<file path="src/rtl/fifo_traffic_gen.sv">
`default_nettype none
// ============================================================================
// Module      : fifo_traffic_gen
// Description : Stimulus source for a synchronous FIFO. It runs three phases:
//               FILL (writes past full), DRAIN (reads past empty) and RANDOM
//               (LFSR-driven mixed traffic). It reports phase, progress and
//               per-run write/read cycle counts.
// Revision    : 1.0 - initial release
// ============================================================================
module fifo_traffic_gen #(
  parameter int          FIFO_WIDTH  = 16,
  parameter int          FIFO_DEPTH  = 8,
  parameter int          RAND_CYCLES = 256,
  parameter logic [15:0] LFSR_SEED   = 16'hACE1,
  parameter logic [7:0]  WR_THRESH   = 8'd179,
  parameter logic [7:0]  RD_THRESH   = 8'd77
) (
  input  logic                  clk,
  input  logic                  rst_n,
  input  logic                  start,
  input  logic                  hold,
  input  logic                  full,
  input  logic                  empty,
  output logic [FIFO_WIDTH-1:0] data_in,
  output logic                  wr_en,
  output logic                  rd_en,
  output logic [2:0]            phase,
  output logic                  busy,
  output logic                  done,
  output logic [15:0]           wr_cnt,
  output logic [15:0]           rd_cnt
);

  typedef enum logic [2:0] {
    S_IDLE   = 3'd0,
    S_FILL   = 3'd1,
    S_DRAIN  = 3'd2,
    S_RANDOM = 3'd3,
    S_DONE   = 3'd4
  } state_t;

  // Last phase-counter value of each timed phase.
  localparam logic [15:0] FILL_LAST = 16'(FIFO_DEPTH + 1);
  localparam logic [15:0] RAND_LAST = 16'(RAND_CYCLES - 1);

  // The FIFO flags are observed by the environment, not by this generator.
  logic unused_flags;
  assign unused_flags = full ^ empty;

  // The control state runs one cycle ahead of the registered outputs: the
  // state register decides what the output stage presents on the next edge.
  state_t          state, state_nxt;
  logic [15:0]     cnt, cnt_nxt;
  logic [15:0]     lfsr, lfsr_nxt;
  logic            lfsr_fb;
  logic [2:0]      phase_nxt;
  logic [FIFO_WIDTH-1:0] data_nxt;
  logic            wr_nxt, rd_nxt;
  logic            clr_cnts;

  assign lfsr_fb = lfsr[15] ^ lfsr[13] ^ lfsr[12] ^ lfsr[10];

  // Control state, phase counter and LFSR.
  always_ff @(posedge clk or negedge rst_n) begin
    if (!rst_n) begin
      state <= S_IDLE;
      cnt   <= '0;
      lfsr  <= LFSR_SEED;
    end else begin
      state <= state_nxt;
      cnt   <= cnt_nxt;
      lfsr  <= lfsr_nxt;
    end
  end

  // Next control state and next output values; hold freezes everything in
  // the timed phases while start is still accepted when not busy.
  always_comb begin
    state_nxt = state;
    cnt_nxt   = cnt;
    lfsr_nxt  = lfsr;
    phase_nxt = phase;
    data_nxt  = data_in;
    wr_nxt    = 1'b0;
    rd_nxt    = 1'b0;
    clr_cnts  = 1'b0;
    case (state)
      S_IDLE, S_DONE: begin
        if (!hold) begin
          phase_nxt = state;
        end
        // busy still reflects the tail of RANDOM on the first DONE cycle.
        if (start && !busy) begin
          state_nxt = S_FILL;
          cnt_nxt   = '0;
          clr_cnts  = 1'b1;
        end
      end
      S_FILL: begin
        if (!hold) begin
          phase_nxt = S_FILL;
          wr_nxt    = 1'b1;
          data_nxt  = cnt[FIFO_WIDTH-1:0];
          if (cnt == FILL_LAST) begin
            state_nxt = S_DRAIN;
            cnt_nxt   = '0;
          end else begin
            cnt_nxt = cnt + 16'd1;
          end
        end
      end
      S_DRAIN: begin
        if (!hold) begin
          phase_nxt = S_DRAIN;
          rd_nxt    = 1'b1;
          if (cnt == FILL_LAST) begin
            state_nxt = S_RANDOM;
            cnt_nxt   = '0;
            lfsr_nxt  = LFSR_SEED;
          end else begin
            cnt_nxt = cnt + 16'd1;
          end
        end
      end
      S_RANDOM: begin
        if (!hold) begin
          phase_nxt = S_RANDOM;
          data_nxt  = lfsr[FIFO_WIDTH-1:0];
          wr_nxt    = (lfsr[7:0] < WR_THRESH);
          rd_nxt    = (lfsr[15:8] < RD_THRESH);
          lfsr_nxt  = {lfsr[14:0], lfsr_fb};
          if (cnt == RAND_LAST) begin
            state_nxt = S_DONE;
            cnt_nxt   = '0;
          end else begin
            cnt_nxt = cnt + 16'd1;
          end
        end
      end
      default: begin
        state_nxt = S_IDLE;
      end
    endcase
  end

  // Registered outputs and saturating per-run enable counters.
  always_ff @(posedge clk or negedge rst_n) begin
    if (!rst_n) begin
      phase   <= 3'd0;
      data_in <= '0;
      wr_en   <= 1'b0;
      rd_en   <= 1'b0;
      busy    <= 1'b0;
      done    <= 1'b0;
      wr_cnt  <= '0;
      rd_cnt  <= '0;
    end else begin
      phase   <= phase_nxt;
      data_in <= data_nxt;
      wr_en   <= wr_nxt;
      rd_en   <= rd_nxt;
      busy    <= (phase_nxt == S_FILL) || (phase_nxt == S_DRAIN) ||
                 (phase_nxt == S_RANDOM);
      done    <= (phase_nxt == S_DONE);
      if (clr_cnts) begin
        wr_cnt <= '0;
      end else if (wr_nxt && (wr_cnt != 16'hFFFF)) begin
        wr_cnt <= wr_cnt + 16'd1;
      end
      if (clr_cnts) begin
        rd_cnt <= '0;
      end else if (rd_nxt && (rd_cnt != 16'hFFFF)) begin
        rd_cnt <= rd_cnt + 16'd1;
      end
    end
  end

endmodule
`default_nettype wire

</file>
<file path="config.mk">
export PLATFORM = sky130hd
export DESIGN_NAME = fifo_traffic_gen
export DESIGN_NICKNAME = d
export VERILOG_FILES = /design/src/rtl/fifo_traffic_gen.sv
export SDC_FILE = /design/constraint.sdc
export NUM_CORES = 1
export LEC_CHECK = 0
export BUFFER_PORTS_ARGS = -buffer_cell sky130_fd_sc_hd__buf_2
export CAP_MARGIN = 20
export CORE_ASPECT_RATIO = 2
export CORE_MARGIN = 2
export CORE_UTILIZATION = 60
export CTS_CLUSTER_DIAMETER = 200
export DETAILED_ROUTE_END_ITERATION = 7
export PLACE_DENSITY = 0.82
export SLEW_MARGIN = 10
export SYNTH_ARGS = -nofsm -noshare
export SYNTH_HDL_FRONTEND = slang
export SYNTH_SLANG_ARGS = --single-unit
export TNS_END_PERCENT = 100
</file>
<file path="constraint.sdc">
create_clock -name clk -period 3.06 [get_ports clk]
set_input_delay 0.306 -clock clk [delete_from_list [all_inputs] [get_ports clk]]
set_output_delay 0.306 -clock clk [all_outputs]
set_load 0.05 [all_outputs]
</file>
* Word level (Yosys, flattened, before mapping)
Cells that the tools add are included.
** Word-level totals
- Input port bits :: 6
- Flip-flop bits (word level) :: 90
- Logic and storage cells :: 94
** Operators by class
- $add $sub $neg :: 3
- Bitwise gates (word level) :: 3
- Reductions and logical operators :: 18
- Equality and inequality tests :: 20
- Magnitude comparators :: 2
- Muxes and demuxes :: 37
** Operator list (number)
- 2-to-1 mux 16 bit :: 14
- case mux 16 bit (2 select lines) :: 2
- adder 16 x 1 -> 16 bit (second input constant) :: 3
- case mux 16 bit (3 select lines) :: 1
- 2-to-1 mux 3 bit :: 11
- != test 16 bit (second input constant) :: 2
- case mux 3 bit (4 select lines) :: 2
- equality test 16 x 4 -> 1 bit (second input constant) :: 1
- equality test 16 x 8 -> 1 bit (second input constant) :: 1
- != test 2 bit (second input constant) :: 8
- equality test 3 x 2 -> 1 bit (second input constant) :: 4
- < comparator 8 x 7 -> 1 bit (second input constant) :: 1
- < comparator 8 bit (second input constant) :: 1
- AND reduction 4 bit :: 2
- nonzero test 2 bit :: 4
- AND reduction 7 bit :: 1
- equality test 3 x 1 -> 1 bit (second input constant) :: 2
- equality test 3 bit (second input constant) :: 2
- 2-to-1 mux 1 bit :: 5
- case mux 1 bit (2 select lines) :: 2
- OR reduction 2 bit :: 2
- logical AND 1 bit :: 3
- zero test 3 bit :: 1
- AND reduction 3 bit :: 1
- 4 further kinds :: 7

* Depth between registers and ports, before layout
Gate-level depths: netlist of run 1.
- Depth after elaboration :: 6
- Mapped depth :: 9
- Depth with buffers taken out :: 7

* Worst setup path after synthesis of run 1
Ideal clock, no wire load.
- Path kind :: register to register
- Start :: register wr_cnt[0]
- End :: register wr_cnt[5]
- Arrival :: 2.091 ns
- Setup slack :: 0.885 ns
- Cell stages (with the launch flop) :: 7
- Required time :: 2.975 ns
- Clock period less this slack :: 2.175 ns
- Path through :: dfrtp_1 ha_1 nand2_1 nor3_1 a41oi_4 nand4_1 mux2i_1
** Between the ends
- Cells in the longest elaborated chain, start to end :: 3
- Elaborated cells between the ends (all ways) :: 6
** RTL lines
- from (decl) :: RTL line 30 : output logic [15:0] wr_cnt,
- from (signal assigned) :: RTL line 168 : wr_cnt <= wr_cnt + 16'd1;
- adder 16 x 1 -> 16 bit or != test 16 bit (tied branches) :: RTL line 168, 167
- 2-to-1 mux 16 bit or logical AND 1 bit (tied branches) :: RTL line 167 : end else if (wr_nxt && (wr_cnt != 16'hFFFF)) begin
- 2-to-1 mux 16 bit or nonzero test 2 bit (tied branches)
Parallel ways exist; a longest one is shown, timed or not. The select of a mux whose other input is x is not followed.
A chain may end at the register's enable or synchronous reset.

* Worst setup path in the final report of run 1
- Start :: register state[2]
- End :: register rd_cnt[9]
** Between the ends
- Cells in the longest elaborated chain, start to end :: 4
- Elaborated cells between the ends (all ways) :: 10
** RTL lines
- from (decl) :: RTL line 52 : state_t state, state_nxt;
- from (signal assigned) :: RTL line 70 : state <= state_nxt;
- equality test 3 x 2 -> 1 bit (tied with other cells) :: RTL line 87 : case (state)
- case mux 1 bit (2 select lines) or OR reduction 2 bit (tied branches) :: RTL line 87
- logical AND 1 bit or 2-to-1 mux 1 bit (tied branches) :: RTL line 172, 87
- nonzero test 2 bit (no line) or 2-to-1 mux 16 bit (tied branches)
- to (signal assigned) :: RTL line 173 : rd_cnt <= rd_cnt + 16'd1;
- to (decl) :: RTL line 31 : output logic [15:0] rd_cnt
Parallel ways exist; a longest one is shown, timed or not.

==> impl_metrics.ini, run 1 <==
[finish]
layout-drive-gt1-share_pct = 19.0
post-route-util_pct = 70.7
areaGrowthSynthToFinish_pct = 14.7
layout_common_cells = dfrtp_1, nand2_1, buf_2, nor2_1, nand3_1
final_common_cell = dfrtp_1
nets = 564
num_antenna_cells = 0

[yosys]
seq_area_frac_synth_pct = 48.6
ys_seq_elements = 90
ys_types = 55
synthTopCellsByArea = dfrtp_1, nand2_1, dfstp_2
ys_warn_count = 0
synthFlopType = dfrtp_1
synth_largest_area_cell = dfrtp_1
synthXorXnorAreaFrac_pct = 2.63
synthAdderAreaFrac_pct = 1.08
synth-simple-area-share_pct = 26.6
synth_nets = 510
syn_avg_cell_area_um2 = 9.31
synth_mux_area_share_pct = 3.23
synth_top_family_by_area = simple AND/OR/NAND/NOR gates
syn_area_um2 = 4650
async_flop_share_pct = 100
synth_compound_area_share_pct = 13.9
synth_top_area_share_pct = 44.1
syn-instance-count = 500
synth_edf_count = 0

[sta]
max_slew_margin_pct = 38.7
final_hold_viol_count = 0
clock_skew_ns = 0.00780
max_freq_mhz = 415
fin_crit_sh_pct = 78.7
tns_ns = 0
rsz0062_at_grt = false
tightest_slew_ns = 0.915
setup_viol = 0
fin_crit_ns = 2.41
maxSlewViolCount = 0

[critical_path]
worstPathBufferInverterCount = 1
crit_family = simple AND/OR/NAND/NOR gates
worstSetupStartpoint = state[2]
slowest_stage = dfrtp_1
cp_cell_sequence = nor2_1 > a221oi_1 > or2_1 > buf_4 > or4_1 > a21oi_1
required_ns = 3.33
rr_startpoint = state[2]
startpoint_type = register
cp_max_fo = 12
endpoint_kind = register
crit_arrival_ns = 2.68
critPathKind = register to register
cpPeakStageDelay_ns = 0.52

[clock_network]
clk_pin_slew_ns = 0.06
postCtsSetupRepairBufs = 0
numCtsBuffers = 9
clock_tree.root_cell = clkbuf_16
cts.sinks = 90
cts_tree = done
cts_max_level = 3
clk_latency_ns = 0.34
clock_path_buffers = 2

[route]
wl_mm = 11.1
dr_wl_met2_mm = 5.98
drt_iter0_drc = 317
routed.top_layer = met4
met3_length_um = 458
viasPerCell = 6.19
postRouteAntennaNets = 0
vias = 4041
wl_met1_mm = 4.25
drtPass1Iterations = 5
wire_per_inst_um = 17.0
post-route-drc-count = 0

[grt]
antenna_found_initial = 0
grt_pass1_vias = 3870
grt_pass1_wl_mm = 18.0
grt-ovfl-total = 0
gr-usage-all-layers_pct = 27.5
grt_max_degree = 88

[worst_hold_path]
hold_path.class = primary input to asynchronous set/reset pin

[die]
dieArea_um2 = 8520
row_count = 45
die_w_um = 66.3
core_um2 = 7540
initial_utilization_pct = 61.7
ios = 61
fp.dieH_um = 129

[pwr]
ir_worst_vdd_uv = 559
power_uw = 3880
cellPowerDensity_nw_per_um2 = 728
p_leak_uw = 0.00244

[run_status]
status = complete, no violations

[placed_design]
gp_congestion = 0.844
dp_hpwl_mm = 7.70
portBuffers = 58

[run]
drv_cap = 0
[path summary, 6_finish.rpt]
| check | to | slack (ns) | cells after the start |
|---|---|---|---|
| worst min-delay path | wr_cnt[14] | 0.41 | 2 |
| worst max-delay path | rd_cnt[9] | 0.65 | 6 |
| max in group asynchronous | lfsr[13] | 2.00 | 3 |
| worst min register to register | lfsr[7] | 0.48 | 2 |
| min in group clk | state[2] | 0.42 | 3 |
| worst max register to register | rd_cnt[9] | 0.65 | 6 |
[cell families after synthesis]
| group | Yosys count |
|---|---|
| mux | 15 |
| xor+xnor | 14 |
| buf+inv | 37 |
| simple gates | 244 |
| compound gates | 96 |
| flops | 90 |
| fa+ha+maj | 4 |
[flip-flops by register name (all words and copies together), names as in the netlist]
register	flops
done	1
rd_cnt	16
data_in	16
wr_en	1
busy	1
cnt	16
phase	3
wr_cnt	16
state	3
lfsr	16
rd_en	1
[per-stage QoR]
| step | instance area (um^2) | setup WS [ns] | hold slack [ns] | cells |
|---|---|---|---|---|
| after floorplan | 4650 | 0.885 | 0.0104 | 500 |
| after global placement | 5000 | 0.697 | 0.460 | 635 |
| after CTS | 5300 | 0.662 | 0.208 | 651 |
| after detailed placement | 5000 | 0.664 | 0.477 | 635 |
| after global routing | 5340 | 0.496 | 0.425 | 653 |
| final | 5340 | 0.652 | 0.407 | 653 |
[routing by layer]
metal	global-route usage [%]	vias to the layer above
li1	-	1906
met1	30.5	1973
met2	47.9	134
met3	5.16	28
met4	15.8	0
met5	0	-
[synth_stat cells (all sizes together), types with 8 or more instances]
cell type and count:
a31oi 19, nand4 12, mux2i 15, nand2 78, nor3 12, nor2 53
nand3 22, a21oi 11, nor4 13, xnor2 12, buf 16, dfrtp 82
or2 8, inv 9, dfstp 8, and3 10, clkbuf 12, o21ai 28
[where the power goes]
| part | switching (uW) | internal (uW) |
|---|---|---|
| Clock | 448 | 655 |
| Sequential | 164 | 1370 |
| Combinational | 910 | 339 |
| Total | 1520 | 2360 |
[timing repair]
item,in CTS,in global routing
hold endpoints to repair,0,22
resized for setup,0,0
hold buffers,0,1
[worst reg2reg max path: stages (launching register included)]
cell      delay [ns]
dfrtp_1         0.52
nor2_1          0.39
a221oi_1        0.22
or2_1           0.36
buf_4           0.20
or4_1           0.49
a21oi_1         0.16
[cell type report]
type,instances,area [um^2]
inverter,9,33.8
fill,578,2210
tap,94,118
timing repair buffer,71,413
clock inverter,4,51.3
sequential,90,2260
multi-input combinational,373,2210
clock buffer,12,246
No activity file was read; power rests on OpenSTA's default activity.
==> inputs of run 2 (changes only) <==
--- a/config.mk
+++ b/config.mk
@@ -5,14 +5,15 @@
 export SDC_FILE = /design/constraint.sdc
 export NUM_CORES = 1
 export LEC_CHECK = 0
+export ABC_AREA = 1
 export BUFFER_PORTS_ARGS = -buffer_cell sky130_fd_sc_hd__buf_2
 export CAP_MARGIN = 20
 export CORE_ASPECT_RATIO = 2
 export CORE_MARGIN = 2
-export CORE_UTILIZATION = 60
+export CORE_UTILIZATION = 53
 export CTS_CLUSTER_DIAMETER = 200
 export DETAILED_ROUTE_END_ITERATION = 7
-export PLACE_DENSITY = 0.82
+export PLACE_DENSITY = 0.76
 export SLEW_MARGIN = 10
 export SYNTH_ARGS = -nofsm -noshare
 export SYNTH_HDL_FRONTEND = slang
==> constraint.sdc (replaced) <==
create_clock -name clk -period 2.2 [get_ports clk]
set_input_delay 0.22 -clock clk [delete_from_list [all_inputs] [get_ports clk]]
set_output_delay 0.22 -clock clk [all_outputs]
set_load 0.05 [all_outputs]
==> run 2 against run 1 <==
Net effect:
- worst setup slack worse by 0.32 ns
- core utilization is 9.7 points lower
- cell count is 39% higher
- critical path type unchanged
- die area is 25% higher
- clock power is 28% higher
==> impl_metrics.ini, run 2 <==
[pwr]
ir_worst_vdd_uv = 739
power_frac_comb_pct = 42.2
power_frac_clock_pct = 21.3
p_seq_share_pct = 36.5
internal_power_uw = 3550
switching_power_uw = 3080
swShare_pct = 46.5
p_leak_uw = 0.00297
cellPowerDensity_nw_per_um2 = 1130

[placed_design]
gp_congestion = 0.948
dp_hpwl_mm = 9.44
portBuffers = 58

[route]
postRouteAntennaNets = 0
drt_iter0_drc = 301
viasPerCell = 5.45
vias = 4936
wl_mm = 13.0
wire_per_inst_um = 14.3
post-route-drc-count = 0
drtPass1Iterations = 5

[worst_hold_path]
whs_endpoint = cnt[1]
hold_depth = 4
hold_path.class = primary input to register
hold_start = hold

[sta]
setup_viol = 0
rsz0062_at_grt = false
tightest_slew_ns = 0.673
clock_skew_ns = 0.00462
maxSlewViolCount = 0
fin_crit_sh_pct = 85.0
max_freq_mhz = 535
tns_ns = 0
fin_crit_ns = 1.87
max_slew_margin_pct = 55.1
final_hold_viol_count = 0

[die]
core_um2 = 9640
dieArea_um2 = 10600
fp.dieH_um = 144
ios = 61
initial_utilization_pct = 53.9
die_w_um = 74.0
row_count = 51

[yosys]
synth_most_common_cell = nand2_1
synthTopCellsByArea = dfrtp_1, nand2_1, nand3_1
syn_avg_cell_area_um2 = 7.31
synth_top_area_share_pct = 39.5
synthTopCellsByCount = nand2_1, dfrtp_1, nor2_1, nand3_1, inv_1
synth_largest_area_cell = dfrtp_1
ys_types = 40
seq_area_frac_synth_pct = 43.6
syn_area_um2 = 5190
async_flop_share_pct = 100
synthFlopType = dfrtp_1
syn-instance-count = 710
synth_nets = 720
ys_warn_count = 0
ys_seq_elements = 90
synth_edf_count = 0

[finish]
layout_common_cells = nand2_1, dfrtp_1, nor2_1, nand3_1, buf_2
nFillCells = 902
post-route-util_pct = 61.1
layout-drive-gt1-share_pct = 15.3
areaGrowthSynthToFinish_pct = 13.4
final_common_cell = nand2_1
num_antenna_cells = 0
nets = 778

[critical_path]
crit_arrival_ns = 2.15
rr_startpoint = state[2]
cp_max_fo = 18
r2r-end = wr_cnt[14]
startpoint_type = register
reg2reg_slack_ns = 0.33
worstRegToRegCells = 8
critPathKind = register to register
required_ns = 2.48
endpoint_kind = register

[run]
drv_cap = 0

[clock_network]
numCtsBuffers = 9
cts_resized = 0
clk_pin_slew_ns = 0.06
cts.sinks = 90
clk_latency_ns = 0.34
cts_max_level = 3
cts_tree = done
clock_path_buffers = 2
ctsHoldBuffers = 1
clock_tree.root_cell = clkbuf_16
postCtsSetupRepairBufs = 0

[grt]
grt_max_degree = 91
grt-ovfl-total = 0
grt_pass1_wl_mm = 22.0
antenna_found_initial = 0
grt_pass1_vias = 4789
gr-usage-all-layers_pct = 26.4

[run_status]
status = complete, no violations
## run 2: worst max-delay path by stage
stage | slack, ns | end | from
floorplan | 0.25 | rd_cnt[15] | rd_cnt[0]
global placement | 0.39 | cnt[12] | cnt[0]
detailed placement | 0.35 | wr_cnt[14] | wr_cnt[1]
CTS | 0.34 | wr_cnt[3] | state[2]
global route | 0.07 | cnt[6] | cnt[0]
finish | 0.33 | wr_cnt[14] | state[2]
## run 2: cell families (layout without fill, tap and decap cells)
kind of cell	after synthesis	count (layout)	share of synthesized area (%)
and+or+nand+nor	450	450	38.7
xor gates and xnor gates	10	10	1.69
DFF	90	90	43.6
AOI/OAI and AO/OA	78	78	8.49
adders and majority gates	4	4	0.965
buffers and inverters	78	141	6.58
## run 2: layout make-up
cell class | count | area (um^2) | share of cell area [%]
inverter | 55 | 206 | 3.51
multi-input combinational | 542 | 2580 | 43.9
clock buffer | 14 | 254 | 4.32
clock inverter | 2 | 12.5 | 0.213
sequential | 90 | 2260 | 38.5
tap | 132 | 165 | 2.81
timing repair buffer | 70 | 398 | 6.76
## run 2: critical path: stages (launching register included)
cell and delay (ns):
dfrtp_1 0.44, inv_2 0.13, nand3_2 0.11, buf_4 0.22, inv_2 0.26, nand3_4 0.26, nand2_4 0.23, nand2_1 0.08
nand2_1 0.06
## run 2: routing by layer
| layer | track usage, % | part of all wire [%] |
|---|---|---|
| met1 | 30.0 | 37 |
| met3 | 4.07 | 4.6 |
| met5 | 0 | 0 |
| met4 | 14.2 | 4.3 |
| met2 | 46.0 | 54 |
## run 2: power groups by stage
stage	registers (uW)	logic (uW)	clock network (uW)
after floorplan	3170	1380	0
after global placement	2430	2740	0
after detailed placement	2430	2790	0
after CTS	2420	2810	1430
after global routing	2490	3060	1510
final	2420	2800	1410
## run 2: metrics by stage
| step | cells | setup WS (ns) | cell area (um^2) | hold WS, ns | total power (uW) |
|---|---|---|---|---|---|
| floorplan | 710 | 0.252 | 5190 | -0.0756 | 4540 |
| global placement | 888 | 0.386 | 5610 | 0.300 | 5160 |
| detailed placement | 888 | 0.351 | 5610 | 0.301 | 5220 |
| CTS | 905 | 0.337 | 5880 | 0.209 | 6660 |
| global route | 905 | 0.0744 | 5880 | 0.234 | 7050 |
| finish | 905 | 0.331 | 5880 | 0.205 | 6630 |
